File: config.mk
export PLATFORM = sky130hd
export DESIGN_NAME = conv3x3_stream_engine_flat
export DESIGN_NICKNAME = d
export VERILOG_FILES = /design/src/rtl/conv3x3_stream_engine_if.sv /design/src/rtl/conv3x3_stream_engine.sv /design/src/flat_wrapper.sv
export SDC_FILE = /design/constraint.sdc
export NUM_CORES = 1
export LEC_CHECK = 0
export CORE_MARGIN = 2
export CORE_UTILIZATION = 38
export CTS_CLUSTER_DIAMETER = 30
export CTS_CLUSTER_SIZE = 10
export DETAILED_ROUTE_END_ITERATION = 8
export PLACE_DENSITY = 0.61
export SYNTH_ARGS = -nofsm -noshare
export SYNTH_HDL_FRONTEND = slang
export SYNTH_SLANG_ARGS = --single-unit
File: constraint.sdc
create_clock -name clk -period 36.9 [get_ports clk]
set_input_delay 5.535 -clock clk [delete_from_list [all_inputs] [get_ports clk]]
set_output_delay 5.535 -clock clk [all_outputs]
set_load 0.02 [all_outputs]
File: src/rtl/conv3x3_stream_engine_if.sv
// Handshake bundle for the 3x3 convolution engine: window input, result output and beat counter.
// Coefficient write and shift ports exist only when CONV_PROG_KERNEL_EN is defined.
interface conv3x3_stream_engine_if #(
    parameter int PIX_W  = 8,
    parameter int OUT_W  = 16,
    parameter int CNT_W  = 32
`ifdef CONV_PROG_KERNEL_EN
    ,
    parameter int COEF_W = 8
`endif
);
    logic [2:0]              cfg_mode;
    logic [9*PIX_W-1:0]      in_pixels;
    logic                    in_valid;
    logic                    in_ready;
    logic signed [OUT_W-1:0] out_data;
    logic                    out_sat;
    logic                    out_valid;
    logic                    out_ready;
    logic [CNT_W-1:0]        beat_cnt;
`ifdef CONV_PROG_KERNEL_EN
    logic                     coef_wr_en;
    logic [3:0]               coef_wr_addr;
    logic signed [COEF_W-1:0] coef_wr_data;
    logic [3:0]               norm_shift;

    modport master (
        output cfg_mode, in_pixels, in_valid, out_ready,
               coef_wr_en, coef_wr_addr, coef_wr_data, norm_shift,
        input  in_ready, out_data, out_sat, out_valid, beat_cnt
    );
    modport slave (
        input  cfg_mode, in_pixels, in_valid, out_ready,
               coef_wr_en, coef_wr_addr, coef_wr_data, norm_shift,
        output in_ready, out_data, out_sat, out_valid, beat_cnt
    );
`else
    modport master (
        output cfg_mode, in_pixels, in_valid, out_ready,
        input  in_ready, out_data, out_sat, out_valid, beat_cnt
    );
    modport slave (
        input  cfg_mode, in_pixels, in_valid, out_ready,
        output in_ready, out_data, out_sat, out_valid, beat_cnt
    );
`endif
endinterface

File: src/rtl/conv3x3_stream_engine.sv
// Three-stage (multiply / adder tree / normalise+saturate) 3x3 convolution engine, one window per cycle.
// Optional programmable kernel (mode 4) is enabled by defining CONV_PROG_KERNEL_EN.
module conv3x3_stream_engine #(
    parameter int PIX_W  = 8,
    parameter int COEF_W = 8,
    parameter int OUT_W  = 16,
    parameter int CNT_W  = 32
) (
    input logic                     clk,
    input logic                     rst,
    conv3x3_stream_engine_if.slave  bus
);
    localparam int ACC_W = PIX_W + COEF_W + 5;
    localparam int EXT_W = ((ACC_W > OUT_W) ? ACC_W : OUT_W) + 1;

    typedef logic signed [COEF_W-1:0] coef_t;
    typedef logic signed [ACC_W-1:0]  acc_t;

    localparam coef_t C_ZERO  = {COEF_W{1'b0}};
    localparam coef_t C_ONE   = {{(COEF_W-1){1'b0}}, 1'b1};
    localparam coef_t C_TWO   = COEF_W'(2'd2);
    localparam coef_t C_FOUR  = COEF_W'(3'd4);
    localparam coef_t C_EIGHT = COEF_W'(4'd8);
    localparam coef_t C_NEG1  = {COEF_W{1'b1}};
    localparam acc_t  L_NINE  = ACC_W'(4'd9);
    localparam logic signed [EXT_W-1:0] L_MAX = {{(EXT_W-OUT_W+1){1'b0}}, {(OUT_W-1){1'b1}}};
    localparam logic signed [EXT_W-1:0] L_MIN = {{(EXT_W-OUT_W+1){1'b1}}, {(OUT_W-1){1'b0}}};

    // Fixed kernels; unused modes fall through to centre-pixel passthrough (coefficient 1 at k=4).
    function automatic coef_t fixed_coef(input logic [2:0] mode, input logic [3:0] k);
        logic is_centre;
        logic is_edge;
        is_centre = (k == 4'd4);
        is_edge   = (k == 4'd1) || (k == 4'd3) || (k == 4'd5) || (k == 4'd7);
        case (mode)
            3'd0:    return is_centre ? C_FOUR : (is_edge ? C_NEG1 : C_ZERO);
            3'd1:    return is_centre ? C_EIGHT : C_NEG1;
            3'd2:    return is_centre ? C_FOUR : (is_edge ? C_TWO : C_ONE);
            3'd3:    return C_ONE;
            default: return is_centre ? C_ONE : C_ZERO;
        endcase
    endfunction

    logic                    w_adv;
    logic                    w_accept;
    coef_t                   w_coef [9];
    acc_t                    w_prod [9];
    acc_t                    w_sum;
    acc_t                    w_norm;
    logic signed [EXT_W-1:0] w_norm_ext;
    logic signed [OUT_W-1:0] w_clip;
    logic                    w_clip_sat;

    logic                    r_s1_valid;
    acc_t                    r_s1_prod [9];
    logic [2:0]              r_s1_mode;
    logic                    r_s2_valid;
    acc_t                    r_s2_acc;
    logic [2:0]              r_s2_mode;
    logic                    r_out_valid;
    logic signed [OUT_W-1:0] r_out_data;
    logic                    r_out_sat;
    logic [CNT_W-1:0]        r_beat_cnt;
`ifdef CONV_PROG_KERNEL_EN
    coef_t                   r_coef [9];
    logic [3:0]              r_s1_shift;
    logic [3:0]              r_s2_shift;
`endif

    assign w_adv    = !r_out_valid || bus.out_ready;
    assign w_accept = bus.in_valid && w_adv;

    assign bus.in_ready  = w_adv;
    assign bus.out_valid = r_out_valid;
    assign bus.out_data  = r_out_data;
    assign bus.out_sat   = r_out_sat;
    assign bus.beat_cnt  = r_beat_cnt;

    // S1 products: pixel zero-extended, coefficient sign-extended, both to ACC_W before multiplying.
    always_comb begin
        for (int k = 0; k < 9; k++) begin
`ifdef CONV_PROG_KERNEL_EN
            if (bus.cfg_mode == 3'd4) begin
                w_coef[k] = r_coef[k];
            end else begin
                w_coef[k] = fixed_coef(bus.cfg_mode, 4'(k));
            end
`else
            w_coef[k] = fixed_coef(bus.cfg_mode, 4'(k));
`endif
            w_prod[k] = acc_t'(bus.in_pixels[k*PIX_W +: PIX_W]) * acc_t'(w_coef[k]);
        end
    end

    // S2 adder tree over the nine registered products.
    always_comb begin
        w_sum = {ACC_W{1'b0}};
        for (int k = 0; k < 9; k++) begin
            w_sum = w_sum + r_s1_prod[k];
        end
    end

    // S3 normalise per mode, then clip to the signed OUT_W range.
    always_comb begin
        w_norm = r_s2_acc;
        case (r_s2_mode)
            3'd2:    w_norm = r_s2_acc >>> 3'd4;
            3'd3:    w_norm = r_s2_acc / L_NINE;
`ifdef CONV_PROG_KERNEL_EN
            3'd4:    w_norm = r_s2_acc >>> r_s2_shift;
`endif
            default: w_norm = r_s2_acc;
        endcase
        w_norm_ext = EXT_W'(w_norm);
        if (w_norm_ext > L_MAX) begin
            w_clip     = {1'b0, {(OUT_W-1){1'b1}}};
            w_clip_sat = 1'b1;
        end else if (w_norm_ext < L_MIN) begin
            w_clip     = {1'b1, {(OUT_W-1){1'b0}}};
            w_clip_sat = 1'b1;
        end else begin
            w_clip     = w_norm_ext[OUT_W-1:0];
            w_clip_sat = 1'b0;
        end
    end

    // Pipeline registers; every stage shifts together on w_adv so results hold under backpressure.
    always_ff @(posedge clk) begin
        if (rst) begin
            r_s1_valid  <= 1'b0;
            r_s1_mode   <= 3'd0;
            r_s2_valid  <= 1'b0;
            r_s2_acc    <= {ACC_W{1'b0}};
            r_s2_mode   <= 3'd0;
            r_out_valid <= 1'b0;
            r_out_data  <= {OUT_W{1'b0}};
            r_out_sat   <= 1'b0;
            for (int k = 0; k < 9; k++) begin
                r_s1_prod[k] <= {ACC_W{1'b0}};
            end
        end else if (w_adv) begin
            r_s1_valid  <= bus.in_valid;
            r_s1_prod   <= w_prod;
            r_s1_mode   <= bus.cfg_mode;
            r_s2_valid  <= r_s1_valid;
            r_s2_acc    <= w_sum;
            r_s2_mode   <= r_s1_mode;
            r_out_valid <= r_s2_valid;
            if (r_s2_valid) begin
                r_out_data <= w_clip;
                r_out_sat  <= w_clip_sat;
            end
        end
    end

    // Accepted-beat counter, wraps naturally at 2^CNT_W.
    always_ff @(posedge clk) begin
        if (rst) begin
            r_beat_cnt <= {CNT_W{1'b0}};
        end else if (w_accept) begin
            r_beat_cnt <= r_beat_cnt + {{(CNT_W-1){1'b0}}, 1'b1};
        end
    end

`ifdef CONV_PROG_KERNEL_EN
    // Coefficient bank and per-beat shift; a write is visible to the next beat entering S1.
    always_ff @(posedge clk) begin
        if (rst) begin
            r_s1_shift <= 4'd0;
            r_s2_shift <= 4'd0;
            for (int k = 0; k < 9; k++) begin
                r_coef[k] <= C_ZERO;
            end
        end else begin
            if (bus.coef_wr_en && (bus.coef_wr_addr < 4'd9)) begin
                r_coef[bus.coef_wr_addr] <= bus.coef_wr_data;
            end
            if (w_adv) begin
                r_s1_shift <= bus.norm_shift;
                r_s2_shift <= r_s1_shift;
            end
        end
    end
`endif

endmodule

File: src/flat_wrapper.sv
// flat-port wrapper written by rule: the top's interface ports become plain ports
module conv3x3_stream_engine_flat 
#(
    parameter int PIX_W  = 8,
    parameter int COEF_W = 8,
    parameter int OUT_W  = 16,
    parameter int CNT_W  = 32
)
  (clk, rst, bus_cfg_mode, bus_in_pixels, bus_in_valid, bus_out_ready, bus_in_ready, bus_out_data, bus_out_sat, bus_out_valid, bus_beat_cnt);
  conv3x3_stream_engine_if #(.PIX_W(PIX_W), .OUT_W(OUT_W), .CNT_W(CNT_W)) bus_i ();
  input logic clk;
  input logic rst;
  input wire logic [$bits(bus_i.cfg_mode)-1:0] bus_cfg_mode;
  input wire logic [$bits(bus_i.in_pixels)-1:0] bus_in_pixels;
  input wire logic [$bits(bus_i.in_valid)-1:0] bus_in_valid;
  input wire logic [$bits(bus_i.out_ready)-1:0] bus_out_ready;
  output wire logic [$bits(bus_i.in_ready)-1:0] bus_in_ready;
  output wire logic [$bits(bus_i.out_data)-1:0] bus_out_data;
  output wire logic [$bits(bus_i.out_sat)-1:0] bus_out_sat;
  output wire logic [$bits(bus_i.out_valid)-1:0] bus_out_valid;
  output wire logic [$bits(bus_i.beat_cnt)-1:0] bus_beat_cnt;
  assign bus_i.cfg_mode = bus_cfg_mode;
  assign bus_i.in_pixels = bus_in_pixels;
  assign bus_i.in_valid = bus_in_valid;
  assign bus_i.out_ready = bus_out_ready;
  assign bus_in_ready = bus_i.in_ready;
  assign bus_out_data = bus_i.out_data;
  assign bus_out_sat = bus_i.out_sat;
  assign bus_out_valid = bus_i.out_valid;
  assign bus_beat_cnt = bus_i.beat_cnt;
  conv3x3_stream_engine #(.PIX_W(PIX_W), .COEF_W(COEF_W), .OUT_W(OUT_W), .CNT_W(CNT_W)) u_core (.clk(clk), .rst(rst), .bus(bus_i));
endmodule
==> results_dict.tcl <==
set metrics [dict create \
    clock_tree.htree_level_count 2 \
    synth-edff-count 0 \
    half_perimeter_wire_length_after_detailed_placement_mm 64.6 \
    critical-path-slowest-cell "sky130_fd_sc_hd__nor3_1" \
    clkTransAtPathRegs_ps 50 \
    detail_route.wl_per_cell_um 17.1 \
    worst_slew_pin_slew_ps 1200 \
    layoutNonFillerInstCount 4726 \
    cp_data_arrival_time_ps 14680 \
    worst-r2r-cell-count 44 \
    drt_iter0_markers 1596 \
    place_congestion 0.906 \
    met2WireLength_mm 39.5 \
    design.die.area_um2 84500 \
    placeableCoreArea_um2 81700 \
    wl_met1_mm 36.5 \
    multiInputGateArea_um2 24100 \
    yosys_most_used_dff "sky130_fd_sc_hd__dfxtp_1" \
    post_synth.cell_area_avg_um2 8.79 \
    antenna_left 0 \
    worst_hold_class "reg -> reg" \
    nature_of_the_critical_path_endpoint "register" \
    seq_area_frac_synth 0.145 \
    worst_skew_pair.late_latency_ps 620 \
    netlist_instances 3556 \
    dp.cells 4625 \
    report.final.hold_viol_count 0 \
    tns_ps 0 \
    synth_cell_type_count 106 \
    synth.net_count 4442 \
    layout.cells.most_common_list "sky130_fd_sc_hd__inv_1 (533), sky130_fd_sc_hd__nand2_1 (440), sky130_fd_sc_hd__fa_1 (418), sky130_fd_sc_hd__ha_1 (389), sky130_fd_sc_hd__a21oi_1 (282)" \
    run_status "finished, final reports clean" \
    filler_cell_count 8072 \
    async_flop_share 0 \
    final_layout_size_suffix_gt1_frac 0.0440 \
    worst_hold_path.endpoint "u_core.r_s1_mode[2]$_SDFFE_PP0N_" \
    final_core_util 0.434 \
    critical_path.max_stage_delay_ps 960 \
    globalRouteOverflowTotal 0 \
    timing.clock.skew_ps 39.3 \
    effective_utilization_at_floorplan 0.382 \
    register_area_um2 4540 \
    syn_area_um2 31200 \
    post_cts.repair.setup_buffers 0 \
    vias_per_cell 5.17 \
    floorplan.rows 105 \
    total_drc_errors_in_the_routed_layout 0 \
    required_ps 37320 \
    root_buffer "sky130_fd_sc_hd__clkbuf_16" \
    cp_max_fo 11 \
    dr_wl_met3_mm 3.06 \
    detailedRoute.firstPassIterationCount 5 \
    fp.dieW_um 291 \
    maxSlewViolCount 0 \
    fmax_mhz 70.1 \
    grt.total_usage 0.193 \
    die_h_um 291 \
    antenna_cells 0 \
    grt_first_pass_wirelength_mm 132 \
    max-slew-margin-rel 0.192 \
    timing.rr.start "u_core.r_s2_acc[11]$_SDFFE_PP0N_" \
    cts_max_path_buffers 3 \
    first_global_vias 24775 \
    pin_count 130 \
    hold_depth 2 \
    maximum_number_of_pins_on_one_net_before_global_route_repair 169 \
    grt_setup_unrepaired "false" \
    post-route-period-util 0.387 \
    reg2reg_setup_slack_ps 22630 \
    cts_tree "yes" \
    post_cts.resized_instances 0 \
    via_count 24428 \
    yosys_register_bits 227 \
    final_common_cell "sky130_fd_sc_hd__inv_1" \
    clkSinkCount 227 \
    uppermost_layer_routed "met5" \
    synth.yosys.warnings 0 \
    worst_hold_startpoint "u_core.r_s1_mode[2]$_SDFFE_PP0N_" \
    finalSetupViolCount 0 \
    areaGrowthSynthToFinish_pct 13.4 \
    layout_min_cycle_time_ps 14270 \
    total_clock_buffers_created_by_cts 55 \
    initial_antenna_violation_count 1 \
    setup.worst_path.class "reg -> reg" \
    routed_wirelength_mm 80.7 \
    nets 4498 \
    reg2reg_to "u_core.bus.out_data[9]$_SDFFE_PP0P_" \
    ctsHoldBuffers 0 \
    startpoint_type "register" \
    cap_violations 0 \
    portBuffers 129 \
]
==> worst max-delay path: cells and delay by family, from the launching register on <==
family | cells | cell delay (ps)
adder cells (fa/ha/maj) | 4 | 1090
AO/OA/AOI/OAI | 25 | 6550
XOR/XNOR | 2 | 530
buffers and inverters | 1 | 110
flip-flops | 1 | 410
multiplexers | 1 | 380
AND/OR/NAND/NOR | 11 | 4990
==> registers in the layout (all words and copies together), names as in the netlist <==
signal / flops
u_core.r_s1_valid: 1
u_core.bus.beat_cnt: 32
u_core.r_s2_valid: 1
u_core.r_s2_acc: 21
u_core.bus.out_data: 16
u_core.r_s1_prod: 148
u_core.r_s2_mode: 3
u_core.bus.out_sat: 1
u_core.r_s1_mode: 3
u_core.bus.out_valid: 1
==> synthesized netlist by cell type (12+ instances only) <==
library cell	instances	area share
sky130_fd_sc_hd__o21ai_0	63	0.010
sky130_fd_sc_hd__nand2_1	440	0.053
sky130_fd_sc_hd__and2_1	102	0.020
sky130_fd_sc_hd__o211ai_1	14	0.0034
sky130_fd_sc_hd__nor4_1	21	0.0042
sky130_fd_sc_hd__nand3_1	47	0.0075
sky130_fd_sc_hd__xnor2_1	90	0.025
sky130_fd_sc_hd__inv_1	535	0.064
sky130_fd_sc_hd__o21bai_1	64	0.015
sky130_fd_sc_hd__nor2_1	162	0.019
sky130_fd_sc_hd__and3_1	27	0.0054
sky130_fd_sc_hd__nor3_1	21	0.0034
sky130_fd_sc_hd__clkbuf_1	107	0.013
sky130_fd_sc_hd__ha_1	389	0.16
sky130_fd_sc_hd__xor2_1	97	0.027
sky130_fd_sc_hd__a31oi_1	12	0.0024
sky130_fd_sc_hd__a21oi_1	284	0.045
sky130_fd_sc_hd__nand2b_1	19	0.0038
sky130_fd_sc_hd__dfxtp_1	227	0.15
sky130_fd_sc_hd__buf_2	14	0.0022
sky130_fd_sc_hd__or3_1	52	0.010
sky130_fd_sc_hd__fa_1	418	0.27
sky130_fd_sc_hd__a21o_1	48	0.012
sky130_fd_sc_hd__a211oi_1	34	0.0082
sky130_fd_sc_hd__mux2i_1	16	0.0051
==> stage by stage <==
step	worst slack (ps)	area [um^2]	hold slack, ps
global route	21630	35400	466
finish	22630	35400	452
floorplan	24590	31200	432
CTS	23030	35400	450
global placement	23240	33400	440
detailed placement	23150	33400	445
==> worst max-delay path by stage <==
stage,start,end,slack (ps),cells past startpoint
finish,u_core.r_s2_acc[11]$_SDFFE_PP0N_,u_core.bus.out_data[9]$_SDFFE_PP0P_,22630,44
global route,u_core.r_s2_acc[11]$_SDFFE_PP0N_,u_core.bus.out_data[9]$_SDFFE_PP0P_,21630,45
CTS,u_core.r_s2_acc[2]$_SDFFE_PP0N_,u_core.bus.out_data[12]$_SDFFE_PP0P_,23030,44
detailed placement,u_core.r_s2_acc[2]$_SDFFE_PP0N_,u_core.bus.out_data[12]$_SDFFE_PP0P_,23150,44
global placement,u_core.r_s2_acc[11]$_SDFFE_PP0N_,u_core.bus.out_sat$_SDFFE_PP0P_,23240,44
floorplan,bus_out_ready,bus_in_ready,24590,6
==> area by class of cell <==
type                            count  share of cell area
Multi-Input combinational cell   2647               0.679
Tap cell                         1070              0.0378
Clock buffer                       69              0.0426
Timing Repair Buffer              145              0.0402
Clock inverter                     32              0.0150
Inverter                          536              0.0569
Sequential cell                   227               0.128
==> per-layer routing <==
metal,GRT usage,vias to the layer above
li1,-,11839
met1,0.259,11925
met3,0.0212,109
met5,0,-
met2,0.334,553
met4,0.0439,2
==> kinds of logic (layout without fill, tap and decap cells) <==
logic type,after synthesis,count (layout),share of synthesized area
simple gates,955,955,0.143
fa+ha+maj,808,808,0.424
xor+xnor,187,187,0.0524
mux,22,22,0.00745
buf+inv,682,782,0.0846
compound gates,675,675,0.143
flops,227,227,0.145
Power is left out: the tool's default activity adds up to more than one toggle a clock period on the data nets, which glitch-free logic cannot reach.
